`src/rtl/pkt_gen_pkg.sv`:
```
// Shared types and helpers for the buffered packet generator.
//   flit_t    : packed flit at the default field widths {dest, ptype, payload, eop}
//   state_e   : wormhole framing state (SOP = expecting first flit, MID = inside packet)
//   pkt_width : packed flit width for a given set of field widths
//   pack_flit : packs a default-width flit_t MSB first
package pkt_gen_pkg;

    localparam int unsigned DEST_W_DEF = 2;
    localparam int unsigned TYPE_W_DEF = 2;
    localparam int unsigned DATA_W_DEF = 8;
    localparam int unsigned PKT_W_DEF  = DEST_W_DEF + TYPE_W_DEF + DATA_W_DEF + 1;

    typedef struct packed {
        logic [DEST_W_DEF-1:0] dest;
        logic [TYPE_W_DEF-1:0] ptype;
        logic [DATA_W_DEF-1:0] payload;
        logic                  eop;
    } flit_t;

    typedef enum logic {
        SOP = 1'b0,
        MID = 1'b1
    } state_e;

    function automatic int unsigned pkt_width(input int unsigned dest_w,
                                              input int unsigned type_w,
                                              input int unsigned data_w);
        return dest_w + type_w + data_w + 1;
    endfunction

    function automatic logic [PKT_W_DEF-1:0] pack_flit(input flit_t f);
        return {f.dest, f.ptype, f.payload, f.eop};
    endfunction

endpackage

```
`src/rtl/pkt_fifo.sv`:
```
// Synchronous first-word-fall-through FIFO with registered storage.
//   clk, rst    : clock, synchronous active-high reset
//   push, din   : write request and data (ignored when full)
//   pop         : read request (ignored when empty)
//   dout        : current head entry (valid while !empty)
//   full, empty : occupancy flags from registered level
//   level       : number of stored entries
module pkt_fifo #(
    parameter int unsigned WIDTH = 13,
    parameter int unsigned DEPTH = 4
) (
    input  logic                     clk,
    input  logic                     rst,
    input  logic                     push,
    input  logic                     pop,
    input  logic [WIDTH-1:0]         din,
    output logic [WIDTH-1:0]         dout,
    output logic                     full,
    output logic                     empty,
    output logic [$clog2(DEPTH):0]   level
);

    localparam int unsigned AW = $clog2(DEPTH);
    localparam int unsigned LW = AW + 1;

    logic [WIDTH-1:0] mem_q [DEPTH];
    logic [AW-1:0]    wptr_q, wptr_d;
    logic [AW-1:0]    rptr_q, rptr_d;
    logic [LW-1:0]    level_q, level_d;
    logic             do_push, do_pop;

    assign full    = (level_q == LW'(DEPTH));
    assign empty   = (level_q == '0);
    assign level   = level_q;
    assign dout    = mem_q[rptr_q];
    assign do_push = push & ~full;
    assign do_pop  = pop & ~empty;

    // Pointer and occupancy next-state; pointers wrap at DEPTH (power of two).
    always_comb begin
        wptr_d  = wptr_q;
        rptr_d  = rptr_q;
        level_d = level_q;
        if (do_push) wptr_d = wptr_q + AW'(1);
        if (do_pop)  rptr_d = rptr_q + AW'(1);
        case ({do_push, do_pop})
            2'b10:   level_d = level_q + LW'(1);
            2'b01:   level_d = level_q - LW'(1);
            default: level_d = level_q;
        endcase
    end

    always_ff @(posedge clk) begin
        if (rst) begin
            wptr_q  <= '0;
            rptr_q  <= '0;
            level_q <= '0;
        end else begin
            wptr_q  <= wptr_d;
            rptr_q  <= rptr_d;
            level_q <= level_d;
        end
    end

    // Storage needs no reset: entries are only observed while counted in level.
    always_ff @(posedge clk) begin
        if (do_push) mem_q[wptr_q] <= din;
    end

endmodule

```
`src/rtl/packet_gen_buf.sv`:
```
// Buffered wormhole packet generator.
//   clk, rst                         : clock, synchronous active-high reset
//   router_destination, packet_type  : header fields, sampled on the first flit only
//   payload, end_of_packet, valid    : producer flit and handshake; ready back-pressures
//   src_valid, src_ready, packet     : router-side handshake, packet = {dest,type,payload,eop}
//   level                            : FIFO occupancy
//   trunc_err                        : one-cycle pulse after a packet is force-terminated
//   pkt_count                        : delivered packets (eop popped), wraps mod 2^16
module packet_gen_buf
    import pkt_gen_pkg::*;
#(
    parameter int unsigned DEST_W    = 2,
    parameter int unsigned TYPE_W    = 2,
    parameter int unsigned DATA_W    = 8,
    parameter int unsigned DEPTH     = 4,
    parameter int unsigned MAX_FLITS = 16
) (
    input  logic                             clk,
    input  logic                             rst,
    input  logic [DEST_W-1:0]                router_destination,
    input  logic [TYPE_W-1:0]                packet_type,
    input  logic [DATA_W-1:0]                payload,
    input  logic                             end_of_packet,
    input  logic                             valid,
    output logic                             ready,
    output logic                             src_valid,
    input  logic                             src_ready,
    output logic [DEST_W+TYPE_W+DATA_W:0]    packet,
    output logic [$clog2(DEPTH):0]           level,
    output logic                             trunc_err,
    output logic [15:0]                      pkt_count
);

    localparam int unsigned PKT_W = pkt_width(DEST_W, TYPE_W, DATA_W);
    localparam int unsigned CNT_W = $clog2(MAX_FLITS + 1);

    state_e              state_q, state_d;
    logic [CNT_W-1:0]    cnt_q, cnt_d, cnt_nxt;
    logic [DEST_W-1:0]   dest_q, dest_d, flit_dest;
    logic [TYPE_W-1:0]   type_q, type_d, flit_type;
    logic                trunc_q, trunc_d;
    logic [15:0]         pkt_count_q, pkt_count_d;
    logic                acc, pop, force_eop, flit_eop;
    logic                fifo_full, fifo_empty;
    logic [PKT_W-1:0]    fifo_din, fifo_dout;

    assign ready     = ~fifo_full;
    assign src_valid = ~fifo_empty;
    assign acc       = valid & ready;
    assign pop       = src_valid & src_ready;
    assign fifo_din  = {flit_dest, flit_type, payload, flit_eop};
    assign packet    = fifo_empty ? '0 : fifo_dout;
    assign trunc_err = trunc_q;
    assign pkt_count = pkt_count_q;

    // Framing: header comes live on SOP, from the latch inside a packet;
    // the MAX_FLITS-th flit without eop gets eop forced and flags truncation.
    always_comb begin
        state_d     = state_q;
        cnt_d       = cnt_q;
        dest_d      = dest_q;
        type_d      = type_q;
        flit_dest   = dest_q;
        flit_type   = type_q;
        cnt_nxt     = cnt_q + CNT_W'(1);
        if (state_q == SOP) begin
            flit_dest = router_destination;
            flit_type = packet_type;
            cnt_nxt   = CNT_W'(1);
        end
        force_eop   = ~end_of_packet & (cnt_nxt == CNT_W'(MAX_FLITS));
        flit_eop    = end_of_packet | force_eop;
        trunc_d     = acc & force_eop;
        if (acc) begin
            cnt_d = cnt_nxt;
            if (state_q == SOP) begin
                dest_d = router_destination;
                type_d = packet_type;
            end
            state_d = flit_eop ? SOP : MID;
        end
        pkt_count_d = pkt_count_q + ((pop && fifo_dout[0]) ? 16'd1 : 16'd0);
    end

    always_ff @(posedge clk) begin
        if (rst) begin
            state_q     <= SOP;
            cnt_q       <= '0;
            dest_q      <= '0;
            type_q      <= '0;
            trunc_q     <= 1'b0;
            pkt_count_q <= '0;
        end else begin
            state_q     <= state_d;
            cnt_q       <= cnt_d;
            dest_q      <= dest_d;
            type_q      <= type_d;
            trunc_q     <= trunc_d;
            pkt_count_q <= pkt_count_d;
        end
    end

    pkt_fifo #(
        .WIDTH (PKT_W),
        .DEPTH (DEPTH)
    ) u_fifo (
        .clk   (clk),
        .rst   (rst),
        .push  (acc),
        .pop   (pop),
        .din   (fifo_din),
        .dout  (fifo_dout),
        .full  (fifo_full),
        .empty (fifo_empty),
        .level (level)
    );

endmodule

```
`config.mk`:
```
export PLATFORM = sky130hd
export DESIGN_NAME = packet_gen_buf
export DESIGN_NICKNAME = d
export VERILOG_FILES = /design/src/rtl/pkt_gen_pkg.sv /design/src/rtl/pkt_fifo.sv /design/src/rtl/packet_gen_buf.sv
export SDC_FILE = /design/constraint.sdc
export NUM_CORES = 1
export LEC_CHECK = 0
export CAP_MARGIN = 20
export CORE_UTILIZATION = 30
export DETAILED_ROUTE_END_ITERATION = 10
export PLACE_DENSITY = 0.53
export SLEW_MARGIN = 20
export SYNTH_ARGS = -nofsm -noshare
export SYNTH_HDL_FRONTEND = slang
export SYNTH_SLANG_ARGS = --single-unit
```
`constraint.sdc`:
```
create_clock -name clk -period 4.6 [get_ports clk]
set_input_delay 1.15 -clock clk [delete_from_list [all_inputs] [get_ports clk]]
set_output_delay 1.15 -clock clk [all_outputs]
set_load 0.005 [all_outputs]
```
==> results.py <==
metrics = {
    "global_route": {
        "grt_max_degree": 22,
        "grt_pass1_vias": 2123,
        "grt_remaining_overflow": 0,
        "antenna_found_initial": 0,
        "track_usage": 0.1150,
        "grt_pass1_wl_um": 11070,
    },
    "clock_tree": {
        "cts_resized": 0,
        "htree_levels": 3,
        "postCtsHoldBufs": 0,
        "clkTransAtPathRegs_ns": 0.06,
        "cts_tree": "done",
        "cts_setup_buffers": 0,
        "clk_path_buf_depth": 2,
        "cts.sinks": 88,
        "numCtsBuffers": 9,
        "clk_latency_ns": 0.33,
        "cts_root_buf": "clkbuf_16",
    },
    "synth": {
        "synth_top_cell_by_area": "edfxtp_1",
        "synth_seq_area_share": 0.6109,
        "netlist_instances": 277,
        "synth_top_flop_cell": "edfxtp_1",
        "synth_nets": 303,
        "post_synth_num_cell_types": 45,
        "synth_area_um2": 3736,
        "synth.most_common_cell": "edfxtp_1",
        "synthTopCellsByArea": "edfxtp_1 (42%), dfxtp_1 (19%), mux4_2 (7.8%)",
        "synth_common_cells": "edfxtp_1 (52), dfxtp_1 (36), nor2_1 (20)",
        "synth_top_area_frac": 0.4180,
        "synth_edf_count": 52,
        "yosysWarnings": 0,
        "synth-async-reset-ratio": 0,
        "avgSynthCellArea_um2": 13.49,
        "synth-seq-cells": 88,
    },
    "pwr": {
        "powerDensity_nw_per_um2": 488.6,
        "power.leakage_nw": 1.537,
        "vdd_drop_max_mv": 0.2881,
        "p_total_mw": 2.281,
    },
    "sta": {
        "grt_setup_unrepaired": "false",
        "timing.slew.headroom": 0.3425,
        "worst_slew_pin_slew_ns": 0.9832,
        "finalSetupTns_ns": 0,
        "layout_min_cycle_time_ns": 3.311,
        "hold_viol": 0,
        "setup_ws_ns": 1.289,
        "period_share": 0.7198,
        "clock_skew_ns": 0.005522,
        "slew_violations": 0,
        "clock.fmax_mhz": 302.0,
        "finalSetupViolCount": 0,
    },
    "worst_setup_path": {
        "crit_required_ns": 3.45,
        "r2r_setup_slack_ns": 1.96,
        "r2r_cells": 8,
        "worstSetupEndpointType": "output port",
        "worstPathArrival_ns": 2.16,
        "critPathLaunchType": "flop",
        "critical_path_class": "flop to output port",
        "path_max_fanout": 13,
        "r2r-end": "pkt_count[14]",
    },
    "place": {
        "port-buffer-count": 51,
        "pre_cts_ws_ns": 1.256,
        "place_congestion": 0.7312,
        "dpl.cell_count": 485,
        "dp_hpwl_um": 4645,
    },
    "route": {
        "drt_wl_total_um": 7046,
        "vias": 2253,
        "dr.pass1.iters": 4,
        "drt-wirelength-per-cell_um": 14.06,
        "post-route-drc-count": 0,
        "ant_nets": 0,
        "initialDrtViolationCount": 114,
        "vias_per_cell": 4.497,
    },
    "floorplan": {
        "num_rows": 40,
        "die_w_um": 113.6,
        "initial_core_util": 0.3098,
        "core_area_um2": 12060,
        "io_pins": 52,
        "die_y_um": 113.6,
        "die_area_um2": 12900,
    },
    "min_path": {
        "holdPathStages": 2,
        "worst_hold_path_type": "flop to flop",
        "holdPathEnd": "dest_q[0]",
        "min_from": "dest_q[0]",
    },
    "status": {
        "outcome": "completed",
    },
    "cells_and_area": {
        "fin_nets": 354,
        "multiInputGateArea_um2": 1329,
        "regArea_um2": 2282,
        "antenna_cells": 0,
        "area_growth_pct": 24.95,
        "fin_util": 0.3870,
        "drive_gt1_frac": 0.1592,
        "nFillCells": 1172,
        "final_cells": 501,
    },
    "job": {
        "maxCapViolCount": 0,
    },
}
==> placed cells by master (no fill, tap or decap), types with 5 or more instances in the layout <==
cell type | Yosys | final
mux4_2 | 13 | 13
nand2_1 | 16 | 16
and2_1 | 16 | 16
edfxtp_1 | 52 | 52
mux2_2 | 5 | 5
a21oi_2 | 7 | 7
nor2_1 | 20 | 20
clkbuf_16 | 0 | 9
ha_1 | 8 | 8
xnor2_1 | 8 | 8
xor2_1 | 8 | 8
inv_1 | 9 | 9
clkdlybuf4s50_1 | 0 | 51
nand3_1 | 10 | 10
a21oi_1 | 7 | 7
or3_1 | 5 | 5
dfxtp_1 | 36 | 36
nand4_1 | 6 | 6
==> worst max path at each step <==
stage	startpoint	endpoint	slack (ns)	cells past startpoint
floorplan	valid	u_fifo.level[2]	1.91	9
global placement	valid	u_fifo.level[2]	1.31	9
detailed placement	valid	u_fifo.level[2]	1.26	9
CTS	flop	packet[12]	1.25	4
global route	flop	packet[12]	1.18	4
finish	flop	packet[0]	1.29	3
==> flip-flops by register name (all words and copies together) (netlist names), named ones only <==
| register | flops |
|---|---|
| pkt_count | 16 |
| u_fifo.level | 3 |
| trunc_err | 1 |
| type_q | 2 |
| u_fifo.rptr_q | 2 |
| cnt_q | 5 |
| u_fifo.wptr_q | 2 |
| state_q | 1 |
| u_fifo.mem_q | 52 |
| dest_q | 2 |
==> cell type report <==
cell class / count / share of cell area
multi-input combinational: 166 / 0.2846
sequential: 88 / 0.4889
inverter: 10 / 0.008577
clock inverter: 4 / 0.009649
timing repair buffer: 53 / 0.1126
tap: 168 / 0.04503
clock buffer: 12 / 0.05066
==> stage by stage <==
step	hold WS, ns	instance area, µm²
2_1_floorplan	0.4384	3736
3_3_place_gp	0.4562	4387
3_5_place_dp	0.4518	4387
4_1_cts	0.4624	4668
5_1_grt	0.4797	4668
6_report	0.4614	4668
==> logic make-up after synthesis <==
family | after synthesis | synth area share
AOI/OAI and AO/OA | 24 | 0.04689
muxes | 19 | 0.09611
buffers and inverters | 23 | 0.03349
adders and majority gates | 9 | 0.03215
xor gates and xnor gates | 16 | 0.03751
and+or+nand+nor | 98 | 0.1430
DFF | 88 | 0.6109
==> critical path: stages, from the launching register on <==
cell             delay [ns]
dfxtp_1                0.78
mux4_2                 0.45
and2_1                 0.16
clkdlybuf4s50_1        0.44
==> power breakdown <==
part	switching (mW)	total, mW	internal [mW]	leakage, nW
Combinational	0.263	0.614	0.351	0.630
Sequential	0.0507	0.974	0.923	0.770
Clock	0.275	0.693	0.418	0.136
Total	0.589	2.28	1.69	1.54
==> routing by layer <==
metal,part of all wire,routed length (µm),vias up,GRT usage
met5,0,0,-,0
met4,0.015,106,0,0.04474
met3,0.045,319,7,0.03719
met2,0.45,3201,43,0.1817
met1,0.49,3418,1096,0.1465
li1,-,-,1107,-
Note: power is estimated with default switching activity, not from simulation.
